File: config.mk
export PLATFORM = sky130hd
export DESIGN_NAME = tone_generator
export DESIGN_NICKNAME = d
export VERILOG_FILES = /design/src/rtl/tone_generator.sv
export SDC_FILE = /design/constraint.sdc
export NUM_CORES = 1
export LEC_CHECK = 0
export CAP_MARGIN = 30
export CORE_ASPECT_RATIO = 1.4
export CORE_UTILIZATION = 50
export DETAILED_ROUTE_END_ITERATION = 10
export PLACE_DENSITY = 0.74
export SLEW_MARGIN = 5
export SYNTH_ARGS = -nofsm -noshare
export SYNTH_HDL_FRONTEND = slang
export SYNTH_SLANG_ARGS = --single-unit
File: constraint.sdc
create_clock -name clk -period 5.4 [get_ports clk]
set_input_delay 1.08 -clock clk [delete_from_list [all_inputs] [get_ports clk]]
set_output_delay 1.08 -clock clk [all_outputs]
set_load 0.05 [all_outputs]
File: src/rtl/tone_generator.sv
// tone_generator
//   Multi-channel DDS test-tone source for the codec DAC path. Each channel
//   owns a phase accumulator that advances once per codec frame, which is a
//   rising edge of the DAC LR clock. The accumulator phase is turned into a
//   square, sawtooth or triangle sample, then arithmetically attenuated.
//
// Ports
//   clk           system clock
//   Reset         asynchronous active-low reset
//   lrck          codec DAC LR clock (asynchronous to clk)
//   enable        1 = run, 0 = hold every channel silent with phase cleared
//   mode          00 square, 01 saw, 10 triangle, 11 silence
//   duty          square high-time in 1/256 of a period
//   atten         arithmetic right shift applied to every sample
//   freq_word     per-channel phase increment, channel n at [n*ACC_W +: ACC_W]
//   sample_data   per-channel sample, channel n at [n*DATA_W +: DATA_W]
//   sample_valid  one-cycle strobe marking new sample_data
//   sample_count  number of frame events since reset
module tone_generator #(
    parameter int DATA_W   = 16,
    parameter int CHANNELS = 2,
    parameter int ACC_W    = 24
) (
    input  logic                         clk,
    input  logic                         Reset,
    input  logic                         lrck,
    input  logic                         enable,
    input  logic [1:0]                   mode,
    input  logic [7:0]                   duty,
    input  logic [3:0]                   atten,
    input  logic [CHANNELS*ACC_W-1:0]    freq_word,
    output logic [CHANNELS*DATA_W-1:0]   sample_data,
    output logic                         sample_valid,
    output logic [31:0]                  sample_count
);

    localparam logic [DATA_W-1:0] WAVE_MAX  = {1'b0, {(DATA_W-1){1'b1}}};
    localparam logic [DATA_W-1:0] WAVE_MIN  = {1'b1, {(DATA_W-1){1'b0}}};
    localparam logic [DATA_W-1:0] WAVE_ZERO = {DATA_W{1'b0}};

    // Map the unsigned phase u (top DATA_W accumulator bits) to an
    // attenuated two's-complement sample for the selected waveform.
    function automatic logic [DATA_W-1:0] wave_f(
        input logic [DATA_W-1:0] phase_s,
        input logic [1:0]        sel_s,
        input logic [7:0]        duty_lvl_s,
        input logic [3:0]        shift_s
    );
        logic [DATA_W-1:0] tri_s;
        logic [DATA_W-1:0] raw_s;
        tri_s = {phase_s[DATA_W-2:0], 1'b0};
        // Second half of the period folds the ramp back down.
        if (phase_s[DATA_W-1]) begin
            tri_s = ~tri_s;
        end else begin
            tri_s = tri_s;
        end
        case (sel_s)
            2'b00:   raw_s = (phase_s[DATA_W-1 -: 8] < duty_lvl_s) ? WAVE_MAX : WAVE_MIN;
            2'b01:   raw_s = {~phase_s[DATA_W-1], phase_s[DATA_W-2:0]};
            2'b10:   raw_s = {~tri_s[DATA_W-1], tri_s[DATA_W-2:0]};
            default: raw_s = WAVE_ZERO;
        endcase
        return $unsigned($signed(raw_s) >>> shift_s);
    endfunction

    logic                s1_r;
    logic                s2_r;
    logic                s3_r;
    logic                event_s;
    logic                event_d_r;
    logic [ACC_W-1:0]    acc_r [CHANNELS];
    logic [DATA_W-1:0]   wave_s [CHANNELS];
    logic [CHANNELS*DATA_W-1:0] data_r;
    logic                valid_r;
    logic [31:0]         count_r;

    // Frame event: rising edge of the synchronised LR clock.
    assign event_s = s2_r & ~s3_r;

    // Two-flop synchroniser for lrck plus one delay stage for edge detection.
    always_ff @(posedge clk or negedge Reset) begin
        if (!Reset) begin
            s1_r <= 1'b0;
            s2_r <= 1'b0;
            s3_r <= 1'b0;
        end else begin
            s1_r <= lrck;
            s2_r <= s1_r;
            s3_r <= s2_r;
        end
    end

    // Phase accumulators, frame counter and the output-compute strobe.
    always_ff @(posedge clk or negedge Reset) begin
        if (!Reset) begin
            for (int n = 0; n < CHANNELS; n++) begin
                acc_r[n] <= {ACC_W{1'b0}};
            end
            count_r   <= 32'd0;
            event_d_r <= 1'b0;
        end else begin
            event_d_r <= event_s;
            if (event_s) begin
                count_r <= count_r + 32'd1;
                for (int n = 0; n < CHANNELS; n++) begin
                    if (enable) begin
                        acc_r[n] <= acc_r[n] + freq_word[n*ACC_W +: ACC_W];
                    end else begin
                        acc_r[n] <= {ACC_W{1'b0}};
                    end
                end
            end
        end
    end

    // Per-channel waveform from the freshly updated phase; the controls are
    // only consumed in the cycle before the sample register loads.
    always_comb begin
        for (int n = 0; n < CHANNELS; n++) begin
            wave_s[n] = WAVE_ZERO;
            if (enable) begin
                wave_s[n] = wave_f(acc_r[n][ACC_W-1 -: DATA_W], mode, duty, atten);
            end else begin
                wave_s[n] = WAVE_ZERO;
            end
        end
    end

    // Output sample register and its one-cycle valid strobe.
    always_ff @(posedge clk or negedge Reset) begin
        if (!Reset) begin
            data_r  <= {(CHANNELS*DATA_W){1'b0}};
            valid_r <= 1'b0;
        end else begin
            valid_r <= event_d_r;
            if (event_d_r) begin
                for (int n = 0; n < CHANNELS; n++) begin
                    data_r[n*DATA_W +: DATA_W] <= wave_s[n];
                end
            end else begin
                data_r <= data_r;
            end
        end
    end

    assign sample_data  = data_r;
    assign sample_valid = valid_r;
    assign sample_count = count_r;

endmodule

## Word level (Yosys, flattened, before mapping)

Index checks and enable logic that the tools add are counted.

- Register bits after elaboration: 117

- Reductions and logical operators: 1
- Bitwise operators: 8
- Order comparisons: 2
- Add/sub/neg operators: 3
- Shift operators: 2
- Multiplexer cells: 14
- Equal/unequal tests: 2

Operators by type and width:

| cell | count |
|---|---|
| $mux 16 | 10 |
| $pmux 16 s3 | 2 |
| $add 24x24->24 | 2 |
| $mux 24 | 2 |
| $add 32x1->32 const B | 1 |
| $not 16->16 | 2 |
| $sshr 16x4->16 | 2 |
| $lt 8x8->1 | 2 |
| $not 1->1 | 5 |
| $eq 2x1->1 const B | 1 |
| $eq 2x2->1 const B | 1 |
| $logic_not 2->1 | 1 |
| $and 1x1->1 | 1 |

## Logic depth before layout (Yosys ltp)

Gate-level depths: netlist (run 1).

- Word-level depth: 8
- Depth in mapped cells: 11

## Least setup slack after synthesis (run 1)

OpenSTA, ideal clock, no wires.

- Path type: in2reg
- Start: in freq_word[1]
- End: reg acc_r[47] (netlist name)
- Stages: 9
- Slack: 2.278 ns
- Setup time: 0.148 ns
- Arrival: 2.974 ns
- Required time: 5.252 ns
- Cells stage by stage: ha_1 a211oi_1 o21ai_0 a31oi_1 o211ai_1 a21oi_1 mux2_2 o21ai_0 o311ai_0

- Cells in the longest elaborated chain, start to end: 2

Ends and longest elaborated chain:

| what | RTL line | RTL |
|---|---|---|
| start: declaration | 31 | `input logic [CHANNELS*ACC_W-1:0] freq_word,` |
| $add 24x24->24 | 108 | `acc_r[n] <= acc_r[n] + freq_word[n*ACC_W +: ACC_W];` |
| $mux 24 | 107 | `if (enable) begin` |
| end signal: indexed assignment | 98 | `acc_r[n] <= {ACC_W{1'b0}};` |
| end signal: indexed assignment | 108 |  |
| end signal: indexed assignment | 110 | `acc_r[n] <= {ACC_W{1'b0}};` |
| end: declaration | 72 | `logic [ACC_W-1:0] acc_r [CHANNELS];` |

Every way passes these cells.
A chain may end at the register's enable or synchronous reset.

## Final worst setup path (run 1)

- Start: in duty[5]
- End: reg data_r[5] (netlist: sample_data[5])

- Cells in the longest elaborated chain, start to end: 6

Ends and longest elaborated chain:

| what | RTL line | RTL |
|---|---|---|
| start: declaration | 29 | `input logic [7:0] duty,` |
| $lt 8x8->1 | 59 | `2'b00: raw_s = (phase_s[DATA_W-1 -: 8] < duty_lvl_s) ? WAVE_MAX : WAVE_MIN;` |
| $mux 16 | 59 |  |
| $pmux 16 s3 | 58 | `case (sel_s)` |
| $mux 16 | 122 | `if (enable) begin` |
| $sshr 16x4->16 | 64 | `return $unsigned($signed(raw_s) >>> shift_s);` |
| $mux 16 | 122 |  |
| end signal: assignment | 133 | `data_r <= {(CHANNELS*DATA_W){1'b0}};` |
| end signal: indexed assignment | 139 | `data_r[n*DATA_W +: DATA_W] <= wave_s[n];` |
| end signal: assignment | 142 | `data_r <= data_r;` |
| end: declaration | 74 | `logic [CHANNELS*DATA_W-1:0] data_r;` |

Every way passes these cells. The select of a mux whose other input is x is not followed.

==> out/summary.txt, run 1 <==
===============================================================================
Status                                                             complete, no violations
Clock tree from TritonCTS                                                  done
Type of the setup path with the least slack                           in -> reg
Die span in x                                                          115.0 um
Switching Fraction                                                       42.13%
Final weighted congestion of routability-driven global placement         0.8797
Number of enable flip-flop cells after synthesis                              0
Worst slack at placement                                               1.339 ns
Critical Path AT                                                        4.05 ns
Final hold violations                                                         0
Die Outline Area                                                     18440 um^2
Sequential fraction of the synthesis area                                32.73%
Max Fclk                                                              271.4 MHz
Worst rel slew slack                                                     36.72%
Largest net degree at the start of global routing                            64
Top area cells in the synthesized netlist                          dfrtp_1, ha_1, xor2_1
Maximum fanout count along the critical path                                 15
Async set or reset register ratio after synthesis                        100.0%
Share of the synthesized area in the top cell type                       32.73%
Iteration-0 DRC Markers                                                     521
Mapped Avg Cell Area                                                 8.883 um^2
Via count of the first global-routing pass                                 7756
Clock latency on the worst-skew pair                                    0.43 ns
Dominant synthesized flop cell                                          dfrtp_1
Placed cell count                                                          1332
Avg WL per Cell                                                        16.44 um
Post-CTS setup-driven buffer insertion count                                  0
Area after detailed placement                                        10380 um^2
Slowest CP cell                                                        a21boi_1
Net count after synthesis                                                  1136
Number of vias in the routed layout                                        8011
Startpoint type of the worst setup path                              input port
Clock-pin slew on the worst setup and hold paths                        0.06 ns
Path class of the lowest-slack min-delay path                        reg -> reg
Number of max-slew violations in the final report                             0
Wire length of the first global-routing pass                           37.38 mm
Quantity of I/O buffers inserted on ports                                   130
Most instantiated cells after synthesis                            dfrtp_1, nand2_1, o21ai_0, ha_1, xor2_1
Clock buffer count from CTS                                                  17
Root buffer cell                                                      clkbuf_16
Antenna fix cells                                                             0
Worst setup slack after layout                                         1.716 ns
Sequential group share of total power                                     28.8%
Most numerous cell in the Yosys netlist                                 dfrtp_1
Unrepaired setup endpoints after global routing                              no
Clk_skew                                                            0.009290 ns
Cell area power density                                            423.1 nW/um^2
Measured slew at the worst slew-check pin                             0.9492 ns
Die outline height                                                     160.3 um
Starting Density                                                         51.40%
Portion of total power attributed to combinational logic                  46.5%
Max-cap check violation count                                                 0
Proportion of layout cells with a drive suffix above 1                   7.168%
DRC violations left                                                           0
Placeable Area                                                       17400 um^2
Number of primary I/O pins                                                  131
Final critical-path required period                                    3.684 ns
Post-layout instance area                                            10990 um^2
Count of clock tree sinks                                                   117
Number of flip-flops and latches in the synthesized netlist                 117
Part of the power in the clock network                                    24.7%
Number of synthesis warnings                                                  0
DP Wirelength                                                          16.68 mm
Vias per std cell                                                         5.865
Max clock buf depth                                                           2
Number of levels the H-tree was split into                                    4
Synthesized instance count                                                 1007
Distinct cell type count of the synthesized netlist                          83
Antenna violations before repair                                              0
Critical path capture point type                                      flip-flop
Final Util                                                               63.14%
Layout area overhead                                                     22.84%
Overall routing resource usage                                           25.49%
Combined area of all synthesized cells                                8945 um^2
Library cell with the largest summed area after synthesis               dfrtp_1
Number of instances resized during post-cts repair                            0
Final worst-path cycle share                                             68.22%
Worst IR drop on VDD                                                   198.1 uV
Pleak                                                                  4.971 nW
Switching power                                                      0.001959 W
Number of hold-repair buffers added at the cts stage                          0
Final TNS setup                                                            0 ns
Nets@finish                                                                1246
Final std cells w/o fill                                                   1366
Crit path required time                                                 5.76 ns
Longest individual stage delay on the worst path                        0.75 ns
Multi-input gate area in the final layout                             5638 um^2
First-pass detailed-route iteration total                                     6
Sequential cell area in the final layout                              2928 um^2
Total overflow reported by the global router                                  0
Internal Power                                                       0.002691 W
Number of nets still failing antenna checks after routing                     0
Cell-by-cell listing of the critical path                          clkdlybuf4s50_1 > inv_1 > ha_1 > a21o_1 > a221oi_1 > o21ai_2 > a21boi_1 > nor3_1 > a211oi_1 > a221o_1
Setup-violating endpoint count in the final report                            0
Number of placement rows                                                     57
Final-layout fill cell count                                               1554
Sum of routed wire length over all layers                              22.46 mm
===============================================================================
-- cells by family after synthesis --
family          Yosys count  synth area share (%)
compound gates          310                 24.07
simple gates            294                 15.93
flops                   117                 32.73
xor+xnor                 99                 9.694
buf+inv                  87                 4.294
fa+ha+maj                63                 8.980
mux                      37                 4.294
-- routing by layer --
metal,track usage (%),share of wire (%)
met5,0,0
met4,10.86,2.9
met3,4.175,4.4
met2,42.91,50
met1,31.93,43
-- sequential cells by signal, indices dropped and copies added (netlist names) --
signal / flops
s3_r: 1
event_d_r: 1
sample_count: 32
sample_data: 32
s2_r: 1
sample_valid: 1
s1_r: 1
acc_r: 48
-- power by group through the flow --
| stage | Sequential (W) | Clock, W | Combinational, W |
|---|---|---|---|
| 2_1_floorplan | 0.00147 | 0 | 0.00149 |
| 3_3_place_gp | 0.00135 | 0 | 0.00210 |
| 3_5_place_dp | 0.00136 | 0 | 0.00214 |
| 4_1_cts | 0.00134 | 0.00116 | 0.00216 |
| 5_1_grt | 0.00137 | 0.00120 | 0.00241 |
| 6_report | 0.00134 | 0.00115 | 0.00216 |
-- path summary, 6_finish.rpt --
check,startpoint,end,slack (ns),cells after the start
min reg2reg,s1_r,s2_r,0.35,0
max in group asynchronous,Reset,acc_r[14],4.03,2
max reg2reg,acc_r[45],sample_data[5],2.41,8
min,s1_r,s2_r,0.35,0
max,duty[5],sample_data[5],1.72,10
min in group asynchronous,Reset,sample_count[20],0.80,2
-- critical path: cells and delay by family --
family | cells | cell delay [ns]
compound gates | 6 | 1.96
buf+inv | 2 | 0.51
fa+ha+maj | 1 | 0.32
simple gates | 1 | 0.17
-- placed cells by master, fill, tap and decap left out, types with 7 or more instances in the layout --
cell type	count
clkdlybuf4s50_1	129
dfrtp_1	117
nand2_1	111
o21ai_0	75
ha_1	61
xor2_1	59
a21oi_1	57
nor2_1	56
xnor2_1	40
nand3_1	39
inv_1	34
mux2i_1	26
a21o_1	24
clkbuf_16	17
a22o_1	16
nor3_1	15
a22oi_1	14
o2bb2ai_1	14
nand4_1	12
mux2_2	11
or3_1	11
nand2b_1	10
a31oi_1	10
o311ai_0	9
and3_1	9
a211oi_1	8
o221ai_1	7
o31ai_1	7
inv_6	7
buf_4	7
-- metrics by stage --
step,total power (W),hold WS (ns)
2_1_floorplan,0.002957,0.3312
3_3_place_gp,0.003446,0.3379
3_5_place_dp,0.003500,0.3403
4_1_cts,0.004662,0.3546
5_1_grt,0.004981,0.3570
6_report,0.004650,0.3525
-- cell type report --
cell class / instances / share of cell area [%]
flip-flops and latches: 117 / 26.65
clock buffers: 17 / 3.872
repair buffers: 140 / 12.65
multi-input cells: 803 / 51.31
inverters: 38 / 1.321
well taps: 236 / 2.687
clock inverters: 15 / 1.514
No activity file was read; power rests on OpenSTA's default activity.
==> inputs of run 2 (changes only) <==
==> constraint.sdc (replaced) <==
create_clock -name clk -period 3.7 [get_ports clk]
set_input_delay 0.74 -clock clk [delete_from_list [all_inputs] [get_ports clk]]
set_output_delay 0.74 -clock clk [all_outputs]
set_load 0.05 [all_outputs]
==> run 2 against run 1 <==
Effect of this change: clock skew is 0.0010 ns lower; cell count grew 0.88%; die area unchanged; global-route usage rose by 0.22 points; hold slack worse by 0.095 ns; clock-buffer cell count unchanged; non-clock buffer count is 12 higher; power grew 48%; sequential power is 44% higher; via count up 0.31%; largest cell class unchanged.
==> out/summary.txt, run 2 (synthesis gave the netlist of run 1 again) <==
===============================================================================
Status                                                             complete, no violations
Final critical-path required period                                    3.088 ns
Overall routing resource usage                                           25.71%
Wire length of the first global-routing pass                           37.71 mm
Quantity of I/O buffers inserted on ports                                   130
Number of placement rows                                                     57
Crit path required time                                                 3.99 ns
Critical path endpoint                                                acc_r[47]
Nets@finish                                                                1258
Number of max-slew violations in the final report                             0
Final TNS setup                                                            0 ns
Avg WL per Cell                                                        16.45 um
Number of cell instances on the worst register-to-register path               9
Path class of the lowest-slack min-delay path                       in -> async
Largest net degree at the start of global routing                            63
Clock-pin slew on the worst setup and hold paths                        0.06 ns
Worst IR drop on VDD                                                   299.8 uV
Clk_skew                                                            0.008286 ns
Total overflow reported by the global router                                  0
Unrepaired setup endpoints after global routing                              no
Crit Reg-Reg Startpoint                                               acc_r[25]
Startpoint type of the worst setup path                              input port
Root buffer cell                                                      clkbuf_16
Most common library cell in the layout ignoring fill and taps      clkdlybuf4s50_1
Starting Density                                                         51.40%
Max Fclk                                                              323.8 MHz
Antenna violations before repair                                              0
Number of hold-repair buffers added at the cts stage                          0
Cell area power density                                            621.0 nW/um^2
Pleak                                                                  5.037 nW
Endpoint of the worst-slack reg-to-reg timing path                    acc_r[47]
Iteration-0 DRC Markers                                                     527
Critical Path Start                                                freq_word[1]
Final weighted congestion of routability-driven global placement         0.9049
Number of nets still failing antenna checks after routing                     0
Setup-violating endpoint count in the final report                            0
Antenna fix cells                                                             0
Proportion of layout cells with a drive suffix above 1                   8.144%
Cell-by-cell listing of the critical path                          clkdlybuf4s50_1 > ha_1 > a211oi_1 > o21ai_0 > a31oi_1 > o211ai_1 > a21oi_1 > mux2_2 > o21ai_0 > o311ai_0
Slowest CP cell                                                    clkdlybuf4s50_1
Number of vias in the routed layout                                        8036
Final hold violations                                                         0
Measured slew at the worst slew-check pin                             0.8919 ns
Sum of routed wire length over all layers                              22.67 mm
Clock latency on the worst-skew pair                                    0.43 ns
Longest individual stage delay on the worst path                        0.43 ns
Final-layout fill cell count                                               1544
Die outline height                                                     160.3 um
Final worst-path cycle share                                             83.46%
Clock tree from TritonCTS                                                  done
Via count of the first global-routing pass                                 7783
Type of the setup path with the least slack                           in -> reg
Post-CTS setup-driven buffer insertion count                                  0
Critical path capture point type                                      flip-flop
Top reg by flops                                                          acc_r
Crit-path most repeated cell                                            o21ai_0
Number of primary I/O pins                                                  131
Count of clock tree sinks                                                   117
Post-layout total power                                              0.006886 W
Max clock buf depth                                                           2
Number of levels the H-tree was split into                                    4
Maximum fanout count along the critical path                                  4
Number of instances resized during post-cts repair                            0
Die Outline Area                                                     18440 um^2
Die span in x                                                          115.0 um
Internal reg-to-reg setup slack                                         0.97 ns
First-pass detailed-route iteration total                                     5
Layout area overhead                                                     23.96%
DRC violations left                                                           0
DP Wirelength                                                          17.18 mm
Vias per std cell                                                         5.832
Flip-flop count of the largest register after layout                         48
Max-cap check violation count                                                 0
Placeable Area                                                       17400 um^2
Worst rel slew slack                                                     40.54%
Critical Path AT                                                        3.38 ns
Leading cell types in the layout, fill and taps excluded           clkdlybuf4s50_1, dfrtp_1, nand2_1, o21ai_0, ha_1
Clock buffer count from CTS                                                  17
===============================================================================
## run 2: cell count changes in the layout (fill, tap and decap cells not counted), sizes merged
cell,previous run,this run
inv,45,43
clkinv,4,6
buf,11,23
clkinvlp,2,1
bufinv,2,3
## run 2: layer usage
| layer | global-route usage (%) | up-vias | wire [um] |
|---|---|---|---|
| met5 | 0 | - | 0 |
| met4 | 12.28 | 0 | 719 |
| met3 | 3.795 | 51 | 939 |
| met2 | 42.39 | 214 | 11110 |
| met1 | 32.71 | 3816 | 9904 |
| li1 | - | 3955 | - |
## run 2: cell type report
cell class              instances  area (um^2)  share of cell area, %
well taps                     236        295.3                  2.663
flip-flops and latches        117         2928                  26.40
clock inverters                15        192.7                  1.738
repair buffers                152         1464                  13.20
inverters                      38        145.1                  1.309
multi-input cells             803         5638                  50.85
clock buffers                  17        425.4                  3.837
## run 2: how the worst min path moves through the flow
| stage | cells after the start | startpoint | to |
|---|---|---|---|
| 6_report | 1 | Reset | sample_count[0] |
| 5_1_grt | 1 | Reset | sample_count[0] |
| 4_1_cts | 1 | Reset | sample_count[0] |
| 3_5_place_dp | 0 | s1_r | s2_r |
| 3_3_place_gp | 0 | s1_r | s2_r |
| 2_1_floorplan | 0 | s1_r | s2_r |
## run 2: report_power, final
part	total [W]	internal, W	switching (W)	leakage (nW)
sequential	0.00193	0.00155	0.000379	1.54
combinational	0.00321	0.00139	0.00183	3.19
clock	0.00174	0.00108	0.000664	0.301
## run 2: metrics by stage
stage	instance area [um^2]	worst slack, ns	hold WS [ns]	instances	util [%]
3_5_place_dp	10470	0.1567	0.3428	1346	60.17
2_1_floorplan	8945	0.9185	0.3312	1007	-
6_report	11090	0.6120	0.2578	1378	63.72
4_1_cts	11090	0.6155	0.2690	1378	63.72
5_1_grt	11090	0.3569	0.2903	1378	63.72
3_3_place_gp	10470	0.2363	0.3417	1346	60.17
## run 2: critical path, delay by kind of cell
| family | cells | cell delay [ns] |
|---|---|---|
| AO/OA/AOI/OAI | 7 | 1.52 |
| buffers and inverters | 1 | 0.43 |
| multiplexers | 1 | 0.37 |
| adder cells (fa/ha/maj) | 1 | 0.31 |
==> inputs of run 3 (changes only) <==
--- a/config.mk
+++ b/config.mk
@@ -9,7 +9,7 @@
 export CORE_ASPECT_RATIO = 1.4
 export CORE_UTILIZATION = 50
 export DETAILED_ROUTE_END_ITERATION = 10
-export PLACE_DENSITY = 0.74
+export PLACE_DENSITY = 0.77
 export SLEW_MARGIN = 5
 export SYNTH_ARGS = -nofsm -noshare
 export SYNTH_HDL_FRONTEND = slang
==> constraint.sdc (replaced) <==
create_clock -name clk -period 2.6 [get_ports clk]
set_input_delay 0.52 -clock clk [delete_from_list [all_inputs] [get_ports clk]]
set_output_delay 0.52 -clock clk [all_outputs]
set_load 0.05 [all_outputs]
==> run 3 against run 2 <==
Effect of this change: sequential cell count did not move; die area stayed put; clock skew decreased by 0.00063 ns; largest power group unchanged; clock power rose by 35%; worst setup slack got worse by 0.61 ns; hold slack got worse by 0.24 ns.
==> out/summary.txt, run 3 (synthesis gave the netlist of run 1 again) <==
===============================================================================
Top reg by flops                                                          acc_r
Clk_skew                                                            0.007655 ns
Nets@finish                                                                1408
Iteration-0 DRC Markers                                                     533
Flip-flop count of the largest register after layout                         48
Final hold violations                                                         0
Number of placement rows                                                     57
Clock-pin slew on the worst setup and hold paths                        0.06 ns
Final std cells w/o fill                                                   1528
Measured slew at the worst slew-check pin                             0.6885 ns
Cell area power density                                            877.1 nW/um^2
Pleak                                                                  5.938 nW
Worst IR drop on VDD                                                   412.3 uV
Critical path capture point type                                      flip-flop
Die span in x                                                          115.0 um
Max-cap check violation count                                                 0
Maximum fanout count along the critical path                                  4
Largest net degree at the start of global routing                            63
Max Fclk                                                              385.1 MHz
Number of vias in the routed layout                                        8910
Quantity of I/O buffers inserted on ports                                   130
DP Wirelength                                                          18.85 mm
Critical Path AT                                                        2.90 ns
Number of levels the H-tree was split into                                    4
Worst rel slew slack                                                     54.10%
Status                                                             complete, no violations
Most common library cell in the layout ignoring fill and taps             buf_4
Clock tree from TritonCTS                                                  done
Total overflow reported by the global router                                  0
Final Util                                                               73.12%
Type of the setup path with the least slack                           in -> reg
Path class of the lowest-slack min-delay path                       in -> async
Clock latency on the worst-skew pair                                    0.43 ns
Vias per std cell                                                         5.831
Final critical-path required period                                    2.597 ns
Placed cell count                                                          1485
Placeable Area                                                       17400 um^2
Kind of cell adding the most delay to the critical path            compound AO/OA/AOI/OAI gates
Number of primary I/O pins                                                  131
Antenna violations before repair                                              1
Longest individual stage delay on the worst path                        0.41 ns
Die Outline Area                                                     18440 um^2
Number of nets still failing antenna checks after routing                     0
Leading cell types in the layout, fill and taps excluded           buf_4, clkdlybuf4s50_1, dfrtp_1, nand2_1, o21ai_0
Clock buffer count from CTS                                                  17
Startpoint type of the worst setup path                              input port
Sum of routed wire length over all layers                              26.42 mm
Layout area overhead                                                     42.26%
Max clock buf depth                                                           2
Starting Density                                                         51.40%
First-pass detailed-route iteration total                                     5
Number of buffer and inverter stages on the critical path                     1
Number of max-slew violations in the final report                             0
Via count of the first global-routing pass                                 8793
Slowest CP cell                                                    clkdlybuf4s50_1
Avg WL per Cell                                                        17.29 um
Crit path required time                                                 2.91 ns
Cell-by-cell listing of the critical path                          clkdlybuf4s50_1 > ha_1 > a21o_1 > a21o_1 > nor3_1 > nand3_2 > a311oi_2 > xnor2_2 > nor2_1 > a221o_1
Overall routing resource usage                                           29.05%
Setup-violating endpoint count in the final report                            0
DRC violations left                                                           0
Die outline height                                                     160.3 um
Proportion of layout cells with a drive suffix above 1                   23.16%
Wire length of the first global-routing pass                           42.81 mm
Count of clock tree sinks                                                   117
Crit-path most repeated cell                                             a21o_1
Root buffer cell                                                      clkbuf_16
Final worst-path cycle share                                             99.88%
Final weighted congestion of routability-driven global placement         0.9547
===============================================================================
==> run 3: timing repair <==
action / CTS / global route
gates resized for setup: 35 / 71
cloned: 0 / 1
hold buffers: 0 / 0
pin swaps: 27 / 45
hold endpoints to repair: 0 / 0
endpoints found under the setup margin: 33 / 48
setup buffers: 6 / 4
==> run 3: layout make-up <==
class	instances	area (um^2)
multi-input combinational	803	6058
fill	1282	4677
sequential	117	2928
timing repair buffer	302	2709
clock buffer	18	439.2
tap	236	295.3
clock inverter	13	147.6
inverter	38	145.1
antenna	1	2.502
==> run 3: where the power goes <==
part	internal [W]	switching (W)
Sequential	0.00221	0.000478
Combinational	0.00291	0.00321
Clock	0.00144	0.000911
Total	0.00656	0.00460
==> run 3: worst paths after layout <==
| kind | from | endpoint | slack (ns) | depth (start not counted) |
|---|---|---|---|---|
| min in group clk | s1_r | s2_r | 0.36 | 0 |
| max | freq_word[39] | acc_r[23] | 0.003 | 10 |
| min reg2reg | s1_r | s2_r | 0.36 | 0 |
| max reg2reg | acc_r[0] | acc_r[22] | 0.06 | 11 |
| min | Reset | s2_r | 0.02 | 1 |
| max in group asynchronous | Reset | acc_r[14] | 1.74 | 2 |
==> run 3: worst register-to-register path, delay by kind of cell, from the launching register on <==
| kind | cells | cell delay [ns] |
|---|---|---|
| AOI/OAI and AO/OA | 6 | 1.37 |
| adders and majority gates | 2 | 0.38 |
| and+or+nand+nor | 1 | 0.05 |
| xor gates and xnor gates | 1 | 0.16 |
| buffers and inverters | 1 | 0.06 |
| DFF | 1 | 0.41 |
==> run 3: metrics by stage <==
stage                     setup TNS, ns  area, um^2  worst slack, ns  power, W  hold slack (ns)
after floorplan                       0        8945          0.03847  0.006141           0.2244
after global placement           -22.68       11590          -0.6248  0.008031           0.3492
after detailed placement         -24.27       11590          -0.6422  0.008177           0.3530
after CTS                     -0.006893       12420        -0.006893   0.01083          0.02145
after global routing            -0.1301       12720         -0.06588   0.01186          0.03913
final                                 0       12720         0.003181   0.01116          0.01878
==> run 3: layer usage <==
metal	up-vias	wire length [um]	share of wire (%)	track usage, %
li1	4255	-	-	-
met1	4338	10730	41	35.30
met2	266	13950	53	51.48
met3	51	1065	4.0	3.529
met4	0	676	2.6	11.33
met5	-	0	0	0
